`src/rtl/lcd_status_pkg.sv`:
```
// lcd_status_pkg
// Shared definitions for the LCD status writer: sequencer state type,
// HD44780 init command bytes, line addresses, fixed ASCII strings and
// sequence lengths. Byte constants are 9 bits wide: bit 8 is RS
// (0 = command, 1 = character data), bits 7:0 are the byte itself.
package lcd_status_pkg;

  typedef enum logic [2:0] {
    S_PWR,
    S_LOAD,
    S_START,
    S_WAIT,
    S_GAP,
    S_IDLE
  } lcdState_t;

  // Power-up command sequence (RS = 0 for all of them)
  localparam logic [8:0] CMD_FUNC_SET   = 9'h038;
  localparam logic [8:0] CMD_DISPLAY_ON = 9'h00C;
  localparam logic [8:0] CMD_CLEAR      = 9'h001;
  localparam logic [8:0] CMD_ENTRY_MODE = 9'h006;

  // DDRAM addresses of the two display lines
  localparam logic [8:0] ADDR_LINE1 = 9'h080;
  localparam logic [8:0] ADDR_LINE2 = 9'h0C0;

  // Fixed text fragments
  localparam logic [7:0]   ASCII_ZERO      = 8'h30;
  localparam logic [47:0]  STR_FLOOR       = "FLOOR ";
  localparam logic [15:0]  STR_SPACE2      = "  ";
  localparam logic [23:0]  STR_SPACE3      = "   ";
  localparam logic [31:0]  STR_DIR_IDLE    = "IDLE";
  localparam logic [31:0]  STR_DIR_UP      = "UP  ";
  localparam logic [31:0]  STR_DIR_DOWN    = "DOWN";
  localparam logic [31:0]  STR_DIR_FAULT   = "FLT!";
  localparam logic [127:0] STR_DOOR_OPEN   = "DOOR OPEN       ";
  localparam logic [127:0] STR_DOOR_CLOSED = "DOOR CLOSED     ";

  // Sequence lengths and the last index of each sequence
  localparam int         INIT_LEN   = 5;
  localparam int         FRAME_LEN  = 34;
  localparam logic [5:0] INIT_LAST  = 6'(INIT_LEN - 1);
  localparam logic [5:0] FRAME_LAST = 6'(FRAME_LEN - 1);

endpackage

```
`src/rtl/lcd_status_rom.sv`:
```
// lcd_status_rom
// Combinational byte table for the LCD status writer.
// Ports:
//   phase    in  1  0 = init sequence, 1 = frame sequence
//   index    in  6  byte position within the selected sequence
//   snapshot in  6  {floor[2:0], dir[1:0], doorOpen} used to render the frame
//   romByte  out 9  {RS, DATA} for the selected byte
import lcd_status_pkg::*;

module lcd_status_rom (
  input  logic       phase,
  input  logic [5:0] index,
  input  logic [5:0] snapshot,
  output logic [8:0] romByte
);

  logic [31:0]  dirStr;
  logic [7:0]   floorChar;
  logic [127:0] line1;
  logic [127:0] line2;
  logic [127:0] line1Shift;
  logic [127:0] line2Shift;

  // Build both text lines from the snapshot, then pick the requested byte.
  // Each line is a 16-character packed string with the first character in
  // the top byte, so shifting left by 8*position brings the wanted
  // character to bits 127:120.
  always_comb begin
    dirStr = STR_DIR_IDLE;
    case (snapshot[2:1])
      2'b01:   dirStr = STR_DIR_UP;
      2'b10:   dirStr = STR_DIR_DOWN;
      2'b11:   dirStr = STR_DIR_FAULT;
      default: dirStr = STR_DIR_IDLE;
    endcase

    floorChar  = ASCII_ZERO + {5'd0, snapshot[5:3]};
    line1      = {STR_FLOOR, floorChar, STR_SPACE2, dirStr, STR_SPACE3};
    line2      = snapshot[0] ? STR_DOOR_OPEN : STR_DOOR_CLOSED;
    line1Shift = line1 << {index - 6'd1, 3'b000};
    line2Shift = line2 << {index - 6'd18, 3'b000};

    romByte = 9'h000;
    if (!phase) begin
      case (index)
        6'd0:    romByte = CMD_FUNC_SET;
        6'd1:    romByte = CMD_DISPLAY_ON;
        6'd2:    romByte = CMD_CLEAR;
        6'd3:    romByte = CMD_ENTRY_MODE;
        6'd4:    romByte = ADDR_LINE1;
        default: romByte = 9'h000;
      endcase
    end else begin
      if (index == 6'd0) begin
        romByte = ADDR_LINE1;
      end else if (index <= 6'd16) begin
        romByte = {1'b1, line1Shift[127:120]};
      end else if (index == 6'd17) begin
        romByte = ADDR_LINE2;
      end else if (index <= FRAME_LAST) begin
        romByte = {1'b1, line2Shift[127:120]};
      end
    end
  end

endmodule

```
`src/rtl/lcd_status_writer.sv`:
```
// lcd_status_writer
// Byte sequencer in front of the 16x2 character LCD controller. After reset
// it waits for the panel to power up, sends the HD44780 init commands, then
// renders floor / direction / door state as two text lines. The display is
// redrawn only when the inputs differ from the state last drawn.
// Ports:
//   iCLK        in  1  system clock
//   iRST_N      in  1  asynchronous active-low reset
//   iFLOOR      in  3  current floor 0-7
//   iDIR        in  2  00 idle, 01 up, 10 down, 11 fault
//   iDOOR_OPEN  in  1  1 = door open
//   iLCD_DONE   in  1  controller done flag (a 0->1 edge completes a byte)
//   oLCD_DATA   out 8  byte to the controller
//   oLCD_RS     out 1  0 = command, 1 = data
//   oLCD_START  out 1  controller start request
//   oBUSY       out 1  high during init and while a frame is being sent
//   oERR        out 1  sticky done-timeout flag
// Build option: define LCD_STATUS_TIMEOUT_EN to abandon a byte whose done
// edge does not arrive within TIMEOUT cycles and raise oERR. Without it the
// writer waits for done indefinitely and oERR stays 0.
import lcd_status_pkg::*;

module lcd_status_writer #(
  parameter logic [19:0] POWERUP_WAIT = 20'd750000,
  parameter logic [19:0] BYTE_GAP     = 20'd2000,
  parameter logic [19:0] CLEAR_GAP    = 20'd100000,
  parameter logic [19:0] TIMEOUT      = 20'd4000
) (
  input  logic       iCLK,
  input  logic       iRST_N,
  input  logic [2:0] iFLOOR,
  input  logic [1:0] iDIR,
  input  logic       iDOOR_OPEN,
  input  logic       iLCD_DONE,
  output logic [7:0] oLCD_DATA,
  output logic       oLCD_RS,
  output logic       oLCD_START,
  output logic       oBUSY,
  output logic       oERR
);

  lcdState_t   state, nextState;
  logic [19:0] counter, nextCounter;
  logic [5:0]  index, nextIndex;
  logic        phase, nextPhase;
  logic [5:0]  snapshot, nextSnapshot;
  logic [7:0]  lcdData, nextLcdData;
  logic        lcdRs, nextLcdRs;
  logic        lcdStart, nextLcdStart;
  logic        busy, nextBusy;
  logic        err, nextErr;
  logic        doneQ;

  logic [8:0]  romByte;
  logic [5:0]  liveState;
  logic        doneRise;
  logic [19:0] gapLimit;

  lcd_status_rom rom (
    .phase    (phase),
    .index    (index),
    .snapshot (snapshot),
    .romByte  (romByte)
  );

  assign liveState = {iFLOOR, iDIR, iDOOR_OPEN};
  assign doneRise  = iLCD_DONE & ~doneQ;
  assign gapLimit  = ({lcdRs, lcdData} == CMD_CLEAR) ? CLEAR_GAP : BYTE_GAP;

  assign oLCD_DATA  = lcdData;
  assign oLCD_RS    = lcdRs;
  assign oLCD_START = lcdStart;
  assign oBUSY      = busy;
  assign oERR       = err;

  // State and datapath registers. doneQ keeps last cycle's done so that
  // only a fresh 0->1 transition counts as completion.
  always_ff @(posedge iCLK or negedge iRST_N) begin
    if (!iRST_N) begin
      state    <= S_PWR;
      counter  <= 20'd0;
      index    <= 6'd0;
      phase    <= 1'b0;
      snapshot <= 6'd0;
      lcdData  <= 8'd0;
      lcdRs    <= 1'b0;
      lcdStart <= 1'b0;
      busy     <= 1'b1;
      err      <= 1'b0;
      doneQ    <= 1'b0;
    end else begin
      state    <= nextState;
      counter  <= nextCounter;
      index    <= nextIndex;
      phase    <= nextPhase;
      snapshot <= nextSnapshot;
      lcdData  <= nextLcdData;
      lcdRs    <= nextLcdRs;
      lcdStart <= nextLcdStart;
      busy     <= nextBusy;
      err      <= nextErr;
      doneQ    <= iLCD_DONE;
    end
  end

  // Next-state logic. One shared counter times the power-up wait, the
  // done wait and the inter-byte gap; it is cleared whenever one of those
  // phases ends so the next phase starts from zero.
  always_comb begin
    nextState    = state;
    nextCounter  = counter;
    nextIndex    = index;
    nextPhase    = phase;
    nextSnapshot = snapshot;
    nextLcdData  = lcdData;
    nextLcdRs    = lcdRs;
    nextLcdStart = lcdStart;
    nextBusy     = busy;
    nextErr      = err;

    case (state)
      S_PWR: begin
        if (counter == POWERUP_WAIT - 20'd1) begin
          nextCounter = 20'd0;
          nextState   = S_LOAD;
        end else begin
          nextCounter = counter + 20'd1;
        end
      end

      S_LOAD: begin
        nextLcdRs   = romByte[8];
        nextLcdData = romByte[7:0];
        nextState   = S_START;
      end

      S_START: begin
        nextLcdStart = 1'b1;
        nextCounter  = 20'd0;
        nextState    = S_WAIT;
      end

      S_WAIT: begin
        if (doneRise) begin
          nextLcdStart = 1'b0;
          nextCounter  = 20'd0;
          nextState    = S_GAP;
`ifdef LCD_STATUS_TIMEOUT_EN
        end else if (counter == TIMEOUT - 20'd1) begin
          // Give up on this byte but keep the sequence moving.
          nextLcdStart = 1'b0;
          nextErr      = 1'b1;
          nextCounter  = 20'd0;
          nextState    = S_GAP;
`endif
        end else if (counter != TIMEOUT) begin
          // Elapsed wait saturates rather than wrapping.
          nextCounter = counter + 20'd1;
        end
      end

      S_GAP: begin
        if (counter == gapLimit) begin
          nextCounter = 20'd0;
          if (!phase) begin
            nextState = S_LOAD;
            if (index == INIT_LAST) begin
              // Init finished: the first frame draws the state as of now.
              nextPhase    = 1'b1;
              nextIndex    = 6'd0;
              nextSnapshot = liveState;
            end else begin
              nextIndex = index + 6'd1;
            end
          end else if (index == FRAME_LAST) begin
            nextState = S_IDLE;
            nextBusy  = 1'b0;
          end else begin
            nextIndex = index + 6'd1;
            nextState = S_LOAD;
          end
        end else begin
          nextCounter = counter + 20'd1;
        end
      end

      S_IDLE: begin
        if (liveState != snapshot) begin
          nextSnapshot = liveState;
          nextBusy     = 1'b1;
          nextIndex    = 6'd0;
          nextPhase    = 1'b1;
          nextState    = S_LOAD;
        end
      end

      default: begin
        nextState = S_PWR;
      end
    endcase
  end

endmodule

```
`config.mk`:
```
export PLATFORM = sky130hd
export DESIGN_NAME = lcd_status_writer
export DESIGN_NICKNAME = d
export VERILOG_FILES = /design/src/rtl/lcd_status_pkg.sv /design/src/rtl/lcd_status_rom.sv /design/src/rtl/lcd_status_writer.sv
export SDC_FILE = /design/constraint.sdc
export NUM_CORES = 1
export LEC_CHECK = 0
export BUFFER_PORTS_ARGS = -buffer_cell sky130_fd_sc_hd__buf_2
export CELL_PAD_IN_SITES_DETAIL_PLACEMENT = 0
export CELL_PAD_IN_SITES_GLOBAL_PLACEMENT = 1
export CORE_AREA = 2 2 102 104
export DETAILED_ROUTE_END_ITERATION = 16
export DIE_AREA = 0 0 104 106
export PLACE_DENSITY_LB_ADDON = 0.1
export SLEW_MARGIN = 40
export SYNTH_ARGS = -nofsm -noshare
export SYNTH_HDL_FRONTEND = slang
export SYNTH_SLANG_ARGS = --single-unit
```
`constraint.sdc`:
```
create_clock -name iCLK -period 2.5 [get_ports iCLK]
set_input_delay 0.5 -clock iCLK [delete_from_list [all_inputs] [get_ports iCLK]]
set_output_delay 0.5 -clock iCLK [all_outputs]
set_load 0.05 [all_outputs]
```
==> metrics <==
Die ar. 11000 µm²; fin crit period 2370 ps; Static Leak 0.00183 µW; post-route ant nets 0; largest net degree at the start of global routing 27; Ports 21; Async SR Flop Fraction 100%; fill count 1027; endpoint type of the worst setup path flip-flop; synthesized area 3890 µm²; Worst-Margin Slew 714 ps; Place WS -123 ps; FF+latch area 1200 µm²; hold buffer count at cts 0; CTS tree built; fin worst setup slack around 130 ps; Clk pwr share 9.0%; Via Count roughly 3600; WL final 10700 µm; Via-to-Cell Ratio 5.64; post-synth top area share 30.3%; CTS sink cnt 48; first-pass GRT wire length between 15000 and 20000 µm; post-DP HPWL 8130 µm; period utilization 94.8%; Worst IR Drop VDD between 0.0006 and 0.0007 V; post-synthesis cell type count 77; sw frac 52.2%; Worst Skew 11.6 ps; worst path arrival time 2570 ps; critical path required time 2700 ps; TNS Setup 0 ps; DR iter-0 viols 153; Final Max Slew Viols 0; total CTS buffers 5; initial core utilization 38.9%; synth warn 0; Area growth, synth to finish 12.3%; clk root buf clkbuf_8; Flop pwr share 22.8%; clock-pin slew on the worst setup and hold paths 90 ps; EDFF count, synth 0; flops & latches, synth 48; Synth Flop Type dfrtp_1; Worst-Skew Late Latency ~310 ps; register area share after synthesis between 30 and 40%; area of the multi-input gates 2520 µm²; Pre-antenna DRT Iters 5; Max clock buf depth 2; Max Clock Freq 0.422 GHz; Max FO, Critical Path 12; NumNets Final 517; Yosys top cell by area dfrtp_1; Mapped Cells 465; Power, Total between 5000 and 6000 µW; htree depth 2; Final setup viols 0; PortBufs 19; Cell Pwr Density 1320 nW/µm²; Rows 37; initial antenna violation count 0; WS Path Type flip-flop to flip-flop; top area cells in the synthesized netlist dfrtp_1 30%, ha_1 4.8%, o21ai_0 4.1%; non-filler instance count after layout 630; gr usage total between 10% and 20%; number of global-route vias before repair 3440; # DRC 0; GP Congestion 0.860; Hold WC Path Type input pin to async pin; Post-Place Cells ~620; antenna cells 0; Post-synth top cells 47 x dfrtp_1, 42 x nand2_1, 40 x nor2_1, 32 x o21ai_0, 28 x nand3_1; headroom to the max-slew limit around half; GR Overflow Total 0; RSZ-0062 raised after global routing no; CP Launch Type flip-flop; die span in y 106 µm; Final Hold Vio Count 0; layout cells sized above 1 18.4%; Psw between 3000 and 4000 µW; DIE WIDTH roughly 100 µm; core area between 9000 and 10000 µm²; internal power 2750 µW; Max Cap Viol 0; Synth Area per Inst 8.36 µm²; Avg WL per Cell 16.9 µm; most frequent cell after synthesis dfrtp_1; logic gate share of total power 68.3%; status completed; post-synth net total 489
metal layers:
layer,wire length (µm),vias to the layer above,global-route usage [%]
met4,307,0,7.53
met1,4600,1704,23.8
li1,-,1766,-
met3,275,21,2.45
met2,5500,62,36.7
met5,0,-,0
sequential cells by signal, summed over array words and instances (netlist names):
signal and count:
counter 20, oLCD_DATA 8, index 6, snapshot 6, state 3, doneQ 1
oBUSY 1, oLCD_RS 1, oLCD_START 1, phase 1
layout by cell type (no fill, tap or decap), drive strengths merged, types with 4 or more instances in the layout:
cell type / n
o211ai: 6
mux2i: 7
a22o: 4
nor4: 8
a22oi: 7
dfrtp: 47
o22ai: 5
nand4: 10
nor2: 41
or2: 4
clkbuf: 8
nand3: 28
nand2: 42
xnor2: 11
nand2b: 7
nor2b: 7
mux2: 6
a21o: 6
o21ai: 32
nor3: 8
o2111ai: 4
ha: 15
o31ai: 4
and3: 13
a21boi: 8
a31oi: 6
and2: 7
xor2: 9
buf: 47
o311ai: 5
nor3b: 5
a21oi: 23
inv: 15
power groups by stage:
stage	registers [µW]	clock network [µW]	logic, µW
6_report	1310	516	3930
5_1_grt	1360	557	4340
4_1_cts	1310	532	3920
3_5_place_dp	1320	0	3880
3_3_place_gp	1310	0	3920
2_1_floorplan	1430	0	2660
layout make-up:
| cell class | instances | share of cell area, % |
|---|---|---|
| Multi-Input combinational cell | 376 | 57.7 |
| Sequential cell | 48 | 27.6 |
| Timing Repair Buffer | 47 | 7.28 |
| Tap cell | 136 | 3.90 |
| Clock buffer | 8 | 2.29 |
| Inverter | 15 | 1.29 |
worst max-delay path, stage by stage (launching register included):
cell and delay, ps:
dfrtp_1 480, or4b_4 590, nor2_2 110, a41oi_2 220, a21boi_4 210, buf_4 210
and2_4 200, a31o_2 240
logic make-up (layout without fill, tap and decap cells):
| group | count (synthesis) | count (layout) | synth area share, % |
|---|---|---|---|
| adder cells (fa/ha/maj) | 16 | 16 | 5.09 |
| AO/OA/AOI/OAI | 129 | 129 | 23.0 |
| other | 1 | 1 | 0.0965 |
| flip-flops | 48 | 48 | 30.9 |
| buffers and inverters | 41 | 70 | 4.86 |
| XOR/XNOR | 20 | 20 | 4.51 |
| AND/OR/NAND/NOR | 197 | 197 | 27.6 |
| multiplexers | 13 | 13 | 3.86 |
stage by stage:
step / area [µm²] / util [%] / hold WS (ps)
6_report: 4370 / 43.7 / 152
5_1_grt: 4370 / 43.7 / 186
3_5_place_dp: 4240 / 42.4 / 496
4_1_cts: 4350 / 43.5 / 171
3_3_place_gp: 4240 / 42.4 / 490
2_1_floorplan: 3890 / - / 204
what timing repair did:
action                                 in CTS  in global routing
setup endpoints to repair                   3                  7
endpoints found under the hold margin       0                  0
gates resized for setup                     0                  5
pin swaps                                   0                  0
setup buffers                               1                  0
path summary, 6_finish.rpt:
kind                       cells after the start  slack [ps]          end  startpoint
max                                            7         130   counter[4]  counter[6]
min                                            1         150  snapshot[3]      iRST_N
max reg2reg                                    7         130   counter[4]  counter[6]
min reg2reg                                    2         510      oLCD_RS     oLCD_RS
max in group asynchronous                      2        1700        oBUSY      iRST_N
min in group iCLK                              1         310        doneQ   iLCD_DONE
Power figures use the tool's default switching activity.
